--- config.mk ---
export PLATFORM = sky130hd
export DESIGN_NAME = minibyte2_cpu
export DESIGN_NICKNAME = d
export VERILOG_FILES = /design/src/rtl/minibyte2_cpu.sv
export SDC_FILE = /design/constraint.sdc
export NUM_CORES = 1
export LEC_CHECK = 0
export ABC_AREA = 1
export CAP_MARGIN = 20
export CORE_MARGIN = 1
export CORE_UTILIZATION = 50
export DETAILED_ROUTE_END_ITERATION = 7
export HOLD_SLACK_MARGIN = 0.12
export MAX_ROUTING_LAYER = met4
export PLACE_DENSITY = 0.74
export SYNTH_ARGS = -nofsm -noshare
export SYNTH_HDL_FRONTEND = slang
export SYNTH_SLANG_ARGS = --single-unit
--- constraint.sdc ---
create_clock -name clk_in -period 2.7 [get_ports clk_in]
set_input_delay 0.54 -clock clk_in [delete_from_list [all_inputs] [get_ports clk_in]]
set_output_delay 0.54 -clock clk_in [all_outputs]
set_load 0.02 [all_outputs]
--- src/rtl/minibyte2_cpu.sv ---
// MiniByte2 accumulator core: A/PC/M/IR registers, Z/N flags and a request/ready memory FSM.
// Define MINIBYTE2_CARRY_EN to add the carry flag, ADC (opcode D) and JC (opcode E).
module minibyte2_cpu #(
    parameter int DATA_W = 8,
    parameter int ADDR_W = 8
) (
    input  logic              clk_in,
    input  logic              rst_in,
    input  logic [DATA_W-1:0] data_in,
    input  logic              mem_ready_in,
    output logic [ADDR_W-1:0] addr_out,
    output logic [DATA_W-1:0] data_out,
    output logic              we_out,
    output logic              req_out,
    output logic              halt_out
);

    localparam logic [3:0] OP_NOT = 4'hC;
    localparam logic [3:0] OP_HLT = 4'hF;
    localparam logic [3:0] OP_LDI = 4'h1;
    localparam logic [3:0] OP_LDA = 4'h2;
    localparam logic [3:0] OP_STA = 4'h3;
    localparam logic [3:0] OP_ADD = 4'h4;
    localparam logic [3:0] OP_SUB = 4'h5;
    localparam logic [3:0] OP_AND = 4'h6;
    localparam logic [3:0] OP_OR  = 4'h7;
    localparam logic [3:0] OP_XOR = 4'h8;
    localparam logic [3:0] OP_JMP = 4'h9;
    localparam logic [3:0] OP_JZ  = 4'hA;
    localparam logic [3:0] OP_JN  = 4'hB;
`ifdef MINIBYTE2_CARRY_EN
    localparam logic [3:0] OP_ADC = 4'hD;
    localparam logic [3:0] OP_JC  = 4'hE;
`endif

    localparam logic [ADDR_W-1:0] PC_ONE = 1;

    typedef enum logic [1:0] {FETCH_OP, FETCH_ARG, MEM, HALT} state_t;

    state_t            state_reg, state_next;
    logic [DATA_W-1:0] a_reg, a_next;
    logic [ADDR_W-1:0] pc_reg, pc_next;
    logic [ADDR_W-1:0] m_reg, m_next;
    logic [3:0]        ir_reg, ir_next;
    logic              z_reg, z_next;
    logic              n_reg, n_next;
    logic              a_wr;

    logic [3:0]        op_w;
    logic [ADDR_W-1:0] arg_w;
    logic [ADDR_W-1:0] pc_inc_w;
    logic              operand_op_w;
    logic [DATA_W-1:0] and_w, or_w, xor_w;

    assign op_w     = data_in[3:0];
    assign arg_w    = data_in[ADDR_W-1:0];
    assign pc_inc_w = pc_reg + PC_ONE;

`ifdef MINIBYTE2_CARRY_EN
    logic              c_reg, c_next;
    logic              cin_w;
    logic [DATA_W:0]   sum_w, diff_w;
    assign cin_w        = (ir_reg == OP_ADC) & c_reg;
    assign sum_w        = {1'b0, a_reg} + {1'b0, data_in} + {{DATA_W{1'b0}}, cin_w};
    assign diff_w       = {1'b0, a_reg} - {1'b0, data_in};
    assign operand_op_w = ((op_w >= OP_LDI) && (op_w <= OP_JN)) || (op_w == OP_ADC) || (op_w == OP_JC);
`else
    logic [DATA_W-1:0] sum_w, diff_w;
    assign sum_w        = a_reg + data_in;
    assign diff_w       = a_reg - data_in;
    assign operand_op_w = (op_w >= OP_LDI) && (op_w <= OP_JN);
`endif

    genvar gi;
    generate
        for (gi = 0; gi < DATA_W; gi++) begin : g_logic_unit
            assign and_w[gi] = a_reg[gi] & data_in[gi];
            assign or_w[gi]  = a_reg[gi] | data_in[gi];
            assign xor_w[gi] = a_reg[gi] ^ data_in[gi];
        end
    endgenerate

    always_comb begin
        state_next = state_reg;
        a_next     = a_reg;
        pc_next    = pc_reg;
        m_next     = m_reg;
        ir_next    = ir_reg;
        z_next     = z_reg;
        n_next     = n_reg;
        a_wr       = 1'b0;
`ifdef MINIBYTE2_CARRY_EN
        c_next     = c_reg;
`endif
        case (state_reg)
            FETCH_OP: begin
                if (mem_ready_in) begin
                    pc_next = pc_inc_w;
                    ir_next = op_w;
                    if (op_w == OP_NOT) begin
                        a_next = ~a_reg;
                        a_wr   = 1'b1;
                    end else if (op_w == OP_HLT) begin
                        state_next = HALT;
                    end else if (operand_op_w) begin
                        state_next = FETCH_ARG;
                    end
                end
            end
            FETCH_ARG: begin
                if (mem_ready_in) begin
                    m_next     = arg_w;
                    pc_next    = pc_inc_w;
                    state_next = FETCH_OP;
                    // Jumps replace the increment; memory-operand ops continue to MEM.
                    case (ir_reg)
                        OP_LDI: begin
                            a_next = data_in;
                            a_wr   = 1'b1;
                        end
                        OP_JMP: pc_next = arg_w;
                        OP_JZ:  if (z_reg) pc_next = arg_w;
                        OP_JN:  if (n_reg) pc_next = arg_w;
`ifdef MINIBYTE2_CARRY_EN
                        OP_JC:  if (c_reg) pc_next = arg_w;
`endif
                        default: state_next = MEM;
                    endcase
                end
            end
            MEM: begin
                if (mem_ready_in) begin
                    state_next = FETCH_OP;
                    case (ir_reg)
                        OP_LDA: begin
                            a_next = data_in;
                            a_wr   = 1'b1;
                        end
                        OP_ADD: begin
                            a_next = sum_w[DATA_W-1:0];
                            a_wr   = 1'b1;
`ifdef MINIBYTE2_CARRY_EN
                            c_next = sum_w[DATA_W];
`endif
                        end
                        OP_SUB: begin
                            a_next = diff_w[DATA_W-1:0];
                            a_wr   = 1'b1;
`ifdef MINIBYTE2_CARRY_EN
                            c_next = ~diff_w[DATA_W];
`endif
                        end
`ifdef MINIBYTE2_CARRY_EN
                        OP_ADC: begin
                            a_next = sum_w[DATA_W-1:0];
                            a_wr   = 1'b1;
                        end
`endif
                        OP_AND: begin
                            a_next = and_w;
                            a_wr   = 1'b1;
                        end
                        OP_OR: begin
                            a_next = or_w;
                            a_wr   = 1'b1;
                        end
                        OP_XOR: begin
                            a_next = xor_w;
                            a_wr   = 1'b1;
                        end
                        default: ;
                    endcase
                end
            end
            HALT:    state_next = HALT;
            default: state_next = FETCH_OP;
        endcase
        if (a_wr) begin
            z_next = (a_next == '0);
            n_next = a_next[DATA_W-1];
        end
    end

    always_ff @(posedge clk_in) begin
        if (rst_in) begin
            state_reg <= FETCH_OP;
            a_reg     <= '0;
            pc_reg    <= '0;
            m_reg     <= '0;
            ir_reg    <= '0;
            z_reg     <= 1'b1;
            n_reg     <= 1'b0;
`ifdef MINIBYTE2_CARRY_EN
            c_reg     <= 1'b0;
`endif
        end else begin
            state_reg <= state_next;
            a_reg     <= a_next;
            pc_reg    <= pc_next;
            m_reg     <= m_next;
            ir_reg    <= ir_next;
            z_reg     <= z_next;
            n_reg     <= n_next;
`ifdef MINIBYTE2_CARRY_EN
            c_reg     <= c_next;
`endif
        end
    end

    // Requests are suppressed during reset so an in-flight access is dropped cleanly.
    assign req_out  = !rst_in && (state_reg != HALT);
    assign addr_out = (state_reg == MEM) ? m_reg : pc_reg;
    assign we_out   = req_out && (state_reg == MEM) && (ir_reg == OP_STA);
    assign data_out = a_reg;
    assign halt_out = (state_reg == HALT);

endmodule
---- After elaboration in Yosys (flattened, before gate mapping) ----
Index checks and enable logic that the tools add are counted.
word-level totals
  register bits ........................... 32
  word-level logic and storage cells ...... 102
operators by class
  add/sub/neg operators ................... 3
  magnitude comparators ................... 2
  equality and inequality tests ........... 22
  multiplexer cells ....................... 29
  bitwise gates (word level) .............. 25
  reductions and logical operators ........ 14
operators by type and width
  kind                                                               number
  2-to-1 mux 8 bit                                                   10
  one-hot mux 8 bit (3 select lines)                                 2
  one-hot mux 8 bit (6 select lines)                                 1
  equality test 4 bit, second input constant                         6
  equality test 4 x 3 -> 1 bit, second input constant                4
  one-hot mux 8 bit (2 select lines)                                 1
  2-to-1 mux 2 bit                                                   7
  inequality test 2 bit, second input constant                       5
  adder 8 x 1 -> 8 bit, second input constant                        1
  adder 8 bit                                                        1
  AND 1 bit                                                          8
  equality test 4 x 2 -> 1 bit, second input constant                2
  logical NOT 8 bit                                                  1
  NOT 8 bit                                                          1
  bitwise OR 1 bit                                                   8
  one-hot mux 2 bit (4 select lines)                                 1
  subtractor 8 bit                                                   1
  XOR 1 bit                                                          8
  2-to-1 mux 1 bit                                                   6
  OR reduction 6 bit                                                 1
  AND reduction 5 bit                                                1
  equality test 2 bit, second input constant                         2
  equality test 4 x 1 -> 1 bit, second input constant                1
  greater-or-equal comparator 4 x 1 -> 1 bit, second input constant  1
  other kinds (11)                                                   15

---- Depth between registers and ports, before layout ----
Gate-level depths: netlist (run 1).
  depth in word-level cells ............... 7
  gate-level depth with buffers ........... 21
  gate-level depth less buffers ........... 21

---- Worst setup path after synthesis (run 1) ----
Ideal clock, no wire load.
  kind .................................... input port to flip-flop
  from .................................... in data_in[1]
  to ...................................... reg z_reg
  library setup time ...................... 0.114 ns
  arrival time ............................ 2.425 ns
  data required time ...................... 2.586 ns
  path slack .............................. 0.161 ns
  stages on the path ...................... 20
  path through ............................ inv_1 -> ha_1 -> nand2_1 -> o31ai_1 -> xor2_1 -> ha_1 -> nand2_1 -> inv_1 -> nand2_1 -> nand2_1 -> a21oi_1 -> inv_1 -> nand2_1 -> nand3_1 -> nand2_1 -> nand2_1 -> nand2_1 -> nand2_1 -> nand4_1 -> nand2_1
on the way
  word-level cells in the longest chain between the ends .. 5
  elaborated cells between the ends (all ways) .. 17
  classes of those cells .................. 2 x add/sub; 1 x eq/ne; 10 x mux; 3 x bitwise; 1 x reduce/logical
ends and longest elaborated chain
  item                                                                           line      source
  start, declared                                                                9         input logic [DATA_W-1:0] data_in,
  subtractor 8 bit (tied with other cells)                                       70        assign diff_w = a_reg - data_in;
  one-hot mux 8 bit (6 select lines) / 2-to-1 mux 8 bit (equally long branches)  134, 100
  2-to-1 mux 8 bit, on equally long branches                                     132, 97
  one-hot mux 8 bit (3 select lines)                                             95        case (state_reg)
  logical NOT 8 bit                                                              179       z_next = (a_next == '0);
  end signal, assigned                                                           202       z_reg <= z_next;
  end, declared                                                                  45        logic z_reg, z_next;
Parallel ways exist; a longest one is shown, timed or not.
A chain may end at the register's enable or synchronous reset.

---- Worst setup path after layout (run 1) ----
  from .................................... in rst_in
  to ...................................... out we_out
on the way
  word-level cells in the longest chain between the ends .. 4
ends and longest elaborated chain
  item                            line  source
  start, declared                 8     input logic rst_in,
  logical NOT 1 bit               211   assign req_out = !rst_in && (state_reg != HALT);
  logical AND 1 bit               211
  logical AND 1 bit (2 in a row)  213   assign we_out = req_out && (state_reg == MEM) && (ir_reg == OP_STA);
  end, declared                   13    output logic we_out,
No other way between the ends.

==> results of run 1 <==
-- how the worst max path moves through the flow --
stage	startpoint	endpoint	slack [ns]	depth (start not counted)
3_5_place_dp	data_in[1]	z_reg$_SDFFE_PP1P_	-0.57	21
6_report	rst_in	we_out	0.08	5
4_1_cts	data_in[1]	z_reg$_SDFFE_PP1P_	0.06	21
2_1_floorplan	data_in[1]	z_reg$_SDFFE_PP1P_	0.16	20
3_3_place_gp	data_in[1]	z_reg$_SDFFE_PP1P_	-0.50	18
5_1_grt	data_in[3]	z_reg$_SDFFE_PP1P_	-0.07	20
-- cell families (layout without fill, tap and decap cells) --
| logic type | Yosys count | in the layout | share of synthesized area |
|---|---|---|---|
| xor gates and xnor gates | 6 | 6 | 0.0164 |
| and+or+nand+nor | 280 | 280 | 0.370 |
| DFF | 32 | 32 | 0.200 |
| buffers and inverters | 87 | 162 | 0.109 |
| AOI/OAI and AO/OA | 100 | 100 | 0.170 |
| adders and majority gates | 34 | 34 | 0.135 |
-- what timing repair did --
action	4_1_cts	5_1_grt
cloned	0	0
buffers inserted	0	4
pin swaps	7	15
endpoints found under the setup margin	10	4
gates resized for setup	16	24
-- final cells by class --
class                   instances  area (sq um)  share of cell area
well taps                      75          93.8              0.0230
clock inverters                 3          18.8             0.00460
repair buffers                 81           667               0.163
clock buffers                   5          68.8              0.0169
inverters                      73           274              0.0671
multi-input cells             420          2320               0.568
flip-flops and latches         32           642               0.157
-- synthesized netlist by cell type --
library cell	n	area (sq um)
a22oi_1	1	7.51
xor2_1	6	52.6
clkbuf_2	1	5.00
o2111ai_1	2	17.5
nand2b_1	1	6.26
nor3_1	5	25.0
fa_1	1	20.0
clkinv_1	1	3.75
buf_6	2	22.5
o21ai_1	4	20.0
clkbuf_1	8	30.0
buf_2	2	10.0
ha_1	33	413
o31ai_1	2	15.0
a31oi_1	6	37.5
nand4_1	7	43.8
nand2_1	158	593
a221oi_1	2	17.5
inv_2	4	15.0
nand2_2	6	37.5
o211ai_1	1	7.51
inv_1	68	255
a21oi_1	37	185
a21oi_2	1	8.76
nand3b_1	2	15.0
nor2_4	1	11.3
nand3_1	40	200
nor2_2	7	43.8
nand3_2	1	10.0
nor2_1	51	191
buf_4	1	7.51
a211oi_1	2	15.0
o21ai_0	41	205
dfxtp_1	32	641
a21boi_0	1	7.51
nor3b_1	1	7.51
-- metal layers --
metal / wire (microns) / part of all wire
met2: 4600 / 0.42
met4: 356 / 0.033
met3: 648 / 0.060
met1: 5280 / 0.49
met5: 0 / 0
-- power by group through the flow --
stage | logic, mW | registers (mW) | clock network, mW
final | 2.24 | 0.791 | 0.382
after global routing | 2.46 | 0.807 | 0.399
after CTS | 2.14 | 0.777 | 0.385
after detailed placement | 2.10 | 0.788 | 0
after global placement | 2.06 | 0.784 | 0
after floorplan | 1.29 | 0.797 | 0
-- worst max-delay path: stages --
cell	delay, ns
clkdlybuf4s50_1	0.44
nor2_1	0.15
nand2_1	0.08
nor3_1	0.22
clkdlybuf4s50_1	0.66
-- cell usage in the layout (no fill, tap or decap), drive strengths merged, types with 4 or more instances in the layout --
master,instances
a21oi,38
a31oi,6
buf,52
clkbuf,8
clkdlybuf4s50,24
clkinv,4
dfxtp,32
ha,33
inv,72
nand2,164
nand3,41
nand4,7
nor2,59
nor3,5
o21ai,45
xor2,6
-- metrics by stage --
stage / util / hold slack, ns / TNS (ns) / worst slack [ns] / cell area (sq um)
finish: 0.673 / 0.530 / 0 / 0.0755 / 4080
detailed placement: 0.639 / 0.508 / -3.83 / -0.575 / 3870
global placement: 0.639 / 0.493 / -3.19 / -0.505 / 3870
floorplan: - / 0.457 / 0 / 0.161 / 3200
global route: 0.673 / 0.555 / -0.117 / -0.0670 / 4080
CTS: 0.658 / 0.520 / 0 / 0.0558 / 3990
==> summary.md, run 1 <==
| Metric | Value |
|---|---|
| Clk sinks | `32` |
| Max_cap viols | `0` |
| Area growth syn-to-layout | `27.4%` |
| Post-route insts no fill | `689` |
| First-pass GRT wire length | `16,100 microns` |
| Placed Cells | `between 600 and 700` |
| Post-synthesis register bit count | `32` |
| Post-synthesis average cell area | `5.94 sq um` |
| # fillers | `593` |
| Reg2Reg Depth | `18` |
| GRT Util Overall | `0.333` |
| Min-delay src | `pc_reg[7]$_SDFFE_PP0P_` |
| Maximum VDD drop | `0.610 mV` |
| Net Sw Power | `1.75 mW` |
| Vias in the first global route | `roughly 3,200` |
| Fin nets | `658` |
| Rel. slew slack | `0.652` |
| Routed WL | `10,900 microns` |
| Reg2reg start | `ir_reg[2]$_SDFFE_PP0P_` |
| Seq/Total Area, Yosys | `0.200` |
| Mapped Cells | `539` |
| IO Pins | `30` |
| Logic pwr share | `0.656` |
| Clk buf depth | `2` |
| Measured slew at the worst slew-check pin | `roughly 0.52 ns` |
| Fmax | `381 MHz` |
| Power Dens Cells | `around 840 mW/mm^2` |
| Slew Limit Fails | `0` |
| Reg2Reg Setup Slack | `0.21 ns` |
| Vias/cell | `5.55` |
| Via count | `3,827` |
| Post-route clock period utilization | `0.972` |
| Synthesized area | `0.00320 sq mm` |
| Worst Hold Depth | `2` |
| Critical Path RT | `2.16 ns` |
| Clock root cell | `clkbuf_8` |
| Pin count of the biggest net entering global routing | `20` |
| Outcome | `complete, no violations` |
| Cell Rows | `28` |
| Met3 Use GR | `0.0411` |
| Die width | `82.1 microns` |
| Gr ovfl total | `0` |
| Met1 Use GR | `0.458` |
| Number of remaining DRC errors | `0` |
| Int Pwr | `about 1.7 mW` |
| Dpl hpwl | `8600 microns` |
| CP max FO | `2` |
| DRT iter0 DRCs | `298` |
| Port bufs | `29` |
| Worst setup EP type | `primary output` |
| Core Footprint | `0.00606 sq mm` |
| P_leak | `2.07 nW` |
| Clk slew on worst S/H paths | `0.07 ns` |
| Startpoint Class | `primary input` |
| Final Power | `3.41 mW` |
| Antenna violations before repair | `0` |
| Hold Buf Count CTS | `0` |
| Min-Delay Path Class | `reg2reg` |
| CTS Buf Count | `5` |
| Worst R2R End | `z_reg$_SDFFE_PP1P_` |
| Routed Antenna Nets | `0` |
| CTS tree | `yes` |
| Clk pwr share | `0.112` |
| Starting Density | `0.529` |
| Switching portion of total power | `0.512` |
| Reg power frac | `0.232` |
| Share of cells above drive strength 1 | `0.169` |
| Global routing's busiest layer | `met2` |
| Hold endpoint | `pc_reg[7]$_SDFFE_PP0P_` |
| Final hold viol count | `0` |
| Arrival @ worst endpoint | `2.08 ns` |
| CP Class | `in2out` |
| Net Count, Synth | `584` |
| Post-synth cell types | `36` |
| Finish-stage setup viols | `0` |
| Die Footprint | `approximately 0.0067 sq mm` |
| Clk Latency, worst-skew pair | `0.29 ns` |
| Die height | `82.1 microns` |
| Htree depth | `2` |
| Antenna diodes | `0` |
| First-pass detailed-route iteration total | `5` |
| Routability cong. | `1.04` |
| Final Critical Period | `2.62 ns` |
| Drt wl/cell | `15.8 microns` |
| Layout Skew | `0.00593 ns` |
| Syn. warnings | `0` |
| Met2 usage | `0.493` |
No activity file was read; power rests on OpenSTA's default activity.
==> run 2: changes to the inputs <==
--- a/config.mk
+++ b/config.mk
@@ -7,12 +7,14 @@
 export LEC_CHECK = 0
 export ABC_AREA = 1
 export CAP_MARGIN = 20
-export CORE_MARGIN = 1
+export CORE_MARGIN = 2
 export CORE_UTILIZATION = 50
 export DETAILED_ROUTE_END_ITERATION = 7
+export GPL_TIMING_DRIVEN = 1
 export HOLD_SLACK_MARGIN = 0.12
 export MAX_ROUTING_LAYER = met4
 export PLACE_DENSITY = 0.74
+export REMOVE_ABC_BUFFERS = 1
 export SYNTH_ARGS = -nofsm -noshare
 export SYNTH_HDL_FRONTEND = slang
 export SYNTH_SLANG_ARGS = --single-unit
==> summary.md, run 2 (synthesized netlist as in run 1, its figures left out) <==
| Metric | Value |
|---|---|
| Commonest cells after routing, fill and taps aside | `nand2_1 (151), inv_1 (65), buf_4 (58)` |
| CP peak stage delay | `0.33 ns` |
| Routed Antenna Nets | `0` |
| Buf/Inv on CP | `4` |
| Rel. slew slack | `0.600` |
| DRT iter0 DRCs | `380` |
| Antenna diodes | `0` |
| Drt wl/cell | `15.9 microns` |
| Antenna violations before repair | `0` |
| Routed WL | `~11,000 microns` |
| # fillers | `603` |
| CP Cell Sequence | `clkdlybuf4s15_1, inv_2, ha_4, inv_1, nand2_1, xor2_1, ha_1, buf_4, nand3_1, nand2_1, nand2_1, nand3_1, nand3_1, nand2_1, a21oi_2, nor2_2, nand4_1, nand2_1` |
| Setup TNS | `0 ns` |
| Measured slew at the worst slew-check pin | `0.598 ns` |
| Via count | `3,923` |
| Arrival @ worst endpoint | `2.78 ns` |
| Dpl hpwl | `8250 microns` |
| Cell family with most CP delay | `simple AND/OR/NAND/NOR gates` |
| Clock root cell | `clkbuf_8` |
| Area growth syn-to-layout | `30.7%` |
| First-pass detailed-route iteration total | `6` |
| CP max FO | `5` |
| Die Footprint | `0.00707 sq mm` |
| Cell Rows | `29` |
| Starting Density | `0.510` |
| Fin nets | `665` |
| Die width | `84.1 microns` |
| Clk Latency, worst-skew pair | `a little under 0.3 ns` |
| Maximum VDD drop | `0.519 mV` |
| Finish-stage setup viols | `0` |
| Max_cap viols | `0` |
| Slew Limit Fails | `0` |
| Post-route clock period utilization | `0.955` |
| Core Footprint | `0.00628 sq mm` |
| Gr ovfl total | `0` |
| Pin count of the biggest net entering global routing | `20` |
| Share of cells above drive strength 1 | `0.180` |
| Final hold viol count | `0` |
| GRT Util Overall | `0.318` |
| Final Critical Period | `2.58 ns` |
| Min-Delay Path Class | `reg2reg` |
| Routability cong. | `1.03` |
| First-pass GRT wire length | `17,300 microns` |
| Critical Path RT | `approximately 2.9 ns` |
| DP Worst Slack | `-0.565 ns` |
| Most common cell after layout, fill and taps aside | `nand2_1` |
| Post-route insts no fill | `between 600 and 700` |
| Startpoint Class | `primary input` |
| Worst setup EP type | `register` |
| Number of remaining DRC errors | `0` |
| Most frequent CP cell | `nand2_1` |
| Outcome | `complete, no violations` |
| CP Class | `in2reg` |
| CTS tree | `yes` |
| Final Power | `about 3.6 mW` |
| RSZ-0062 raised after global routing | `true` |
| Critical-path top delay cell | `ha_1` |
| Power Dens Cells | `856 mW/mm^2` |
| Hold Buf Count CTS | `0` |
| Die height | `84.1 microns` |
| Vias in the first global route | `between 3,000 and 4,000` |
| CTS Buf Count | `5` |
| Final worst slack | `around 0.12 ns` |
| P_leak | `2.14 nW` |
| Clk buf depth | `2` |
| Placed Cells | `680` |
| Layout Skew | `0.00635 ns` |
| Clk slew on worst S/H paths | `roughly 0.080 ns` |
| IO Pins | `30` |
| Clk sinks | `32` |
| Vias/cell | `approximately 5.6` |
| Final core occ | `0.667` |
| Port bufs | `29` |
| Fmax | `about 390 MHz` |
| Htree depth | `2` |
[run 2: cell count changes in the layout (fill, tap and decap cells not counted), sizes merged]
| cell | change |
|---|---|
| buf | +7 |
| bufinv | +1 |
| clkbuf | -2 |
| clkdlybuf4s15 | +3 |
| clkdlybuf4s50 | -1 |
| clkinv | -2 |
| dlygate4sd2 | -1 |
| dlymetal6s2s | +2 |
[run 2: area by class of cell]
cell class                      instances  area, sq um  area share
Clock buffer                            6         72.6      0.0173
Clock inverter                          2         35.0     0.00836
Inverter                               73          274      0.0654
Multi-Input combinational cell        420         2320       0.553
Sequential cell                        32          642       0.153
Tap cell                               77         96.3      0.0230
Timing Repair Buffer                   88          753       0.180
[run 2: path summary, 6_finish.rpt]
check,to,slack (ns),startpoint,cells past startpoint
max reg2reg,z_reg$_SDFFE_PP1P_,0.19,ir_reg[1]$_SDFFE_PP0P_,16
min,pc_reg[7]$_SDFFE_PP0P_,0.50,pc_reg[7]$_SDFFE_PP0P_,2
max,z_reg$_SDFFE_PP1P_,0.12,data_in[0],18
min reg2reg,pc_reg[7]$_SDFFE_PP0P_,0.50,pc_reg[7]$_SDFFE_PP0P_,2
[run 2: layer usage]
layer / GRT usage / share of wire / wire (microns)
met4: 0.0938 / 0.026 / 284
met3: 0.0455 / 0.076 / 847
met1: 0.420 / 0.43 / 4760
met5: - / 0 / 0
met2: 0.506 / 0.47 / 5180
[run 2: power by group]
group / leakage [nW] / internal [mW] / switching (mW)
Combinational: 1.82 / 0.919 / 1.41
Sequential: 0.263 / 0.620 / 0.162
Clock: 0.0552 / 0.274 / 0.206
Total: 2.14 / 1.81 / 1.77
[run 2: worst register-to-register path: stages, from the launching register on]
cell	delay, ns
dfxtp_1	0.45
nor2_2	0.09
nand2_2	0.16
nand2_1	0.09
xor2_1	0.18
ha_1	0.36
buf_4	0.17
nand3_1	0.11
nand2_1	0.09
nand2_1	0.08
nand3_1	0.06
nand3_1	0.12
nand2_1	0.07
a21oi_2	0.17
nor2_2	0.07
nand4_1	0.09
nand2_1	0.05
[run 2: what timing repair did]
item / 4_1_cts / 5_1_grt
buffers inserted: 3 / 7
endpoints found under the setup margin: 8 / 7
gates resized for setup: 15 / 25
pin swaps: 3 / 16
[run 2: through the flow]
stage          cell area [sq um]  hold slack (ns)
2_1_floorplan               3130            0.457
3_3_place_gp                3880            0.485
3_5_place_dp                3880            0.496
4_1_cts                     4040            0.507
5_1_grt                     4190            0.533
6_report                    4190            0.504
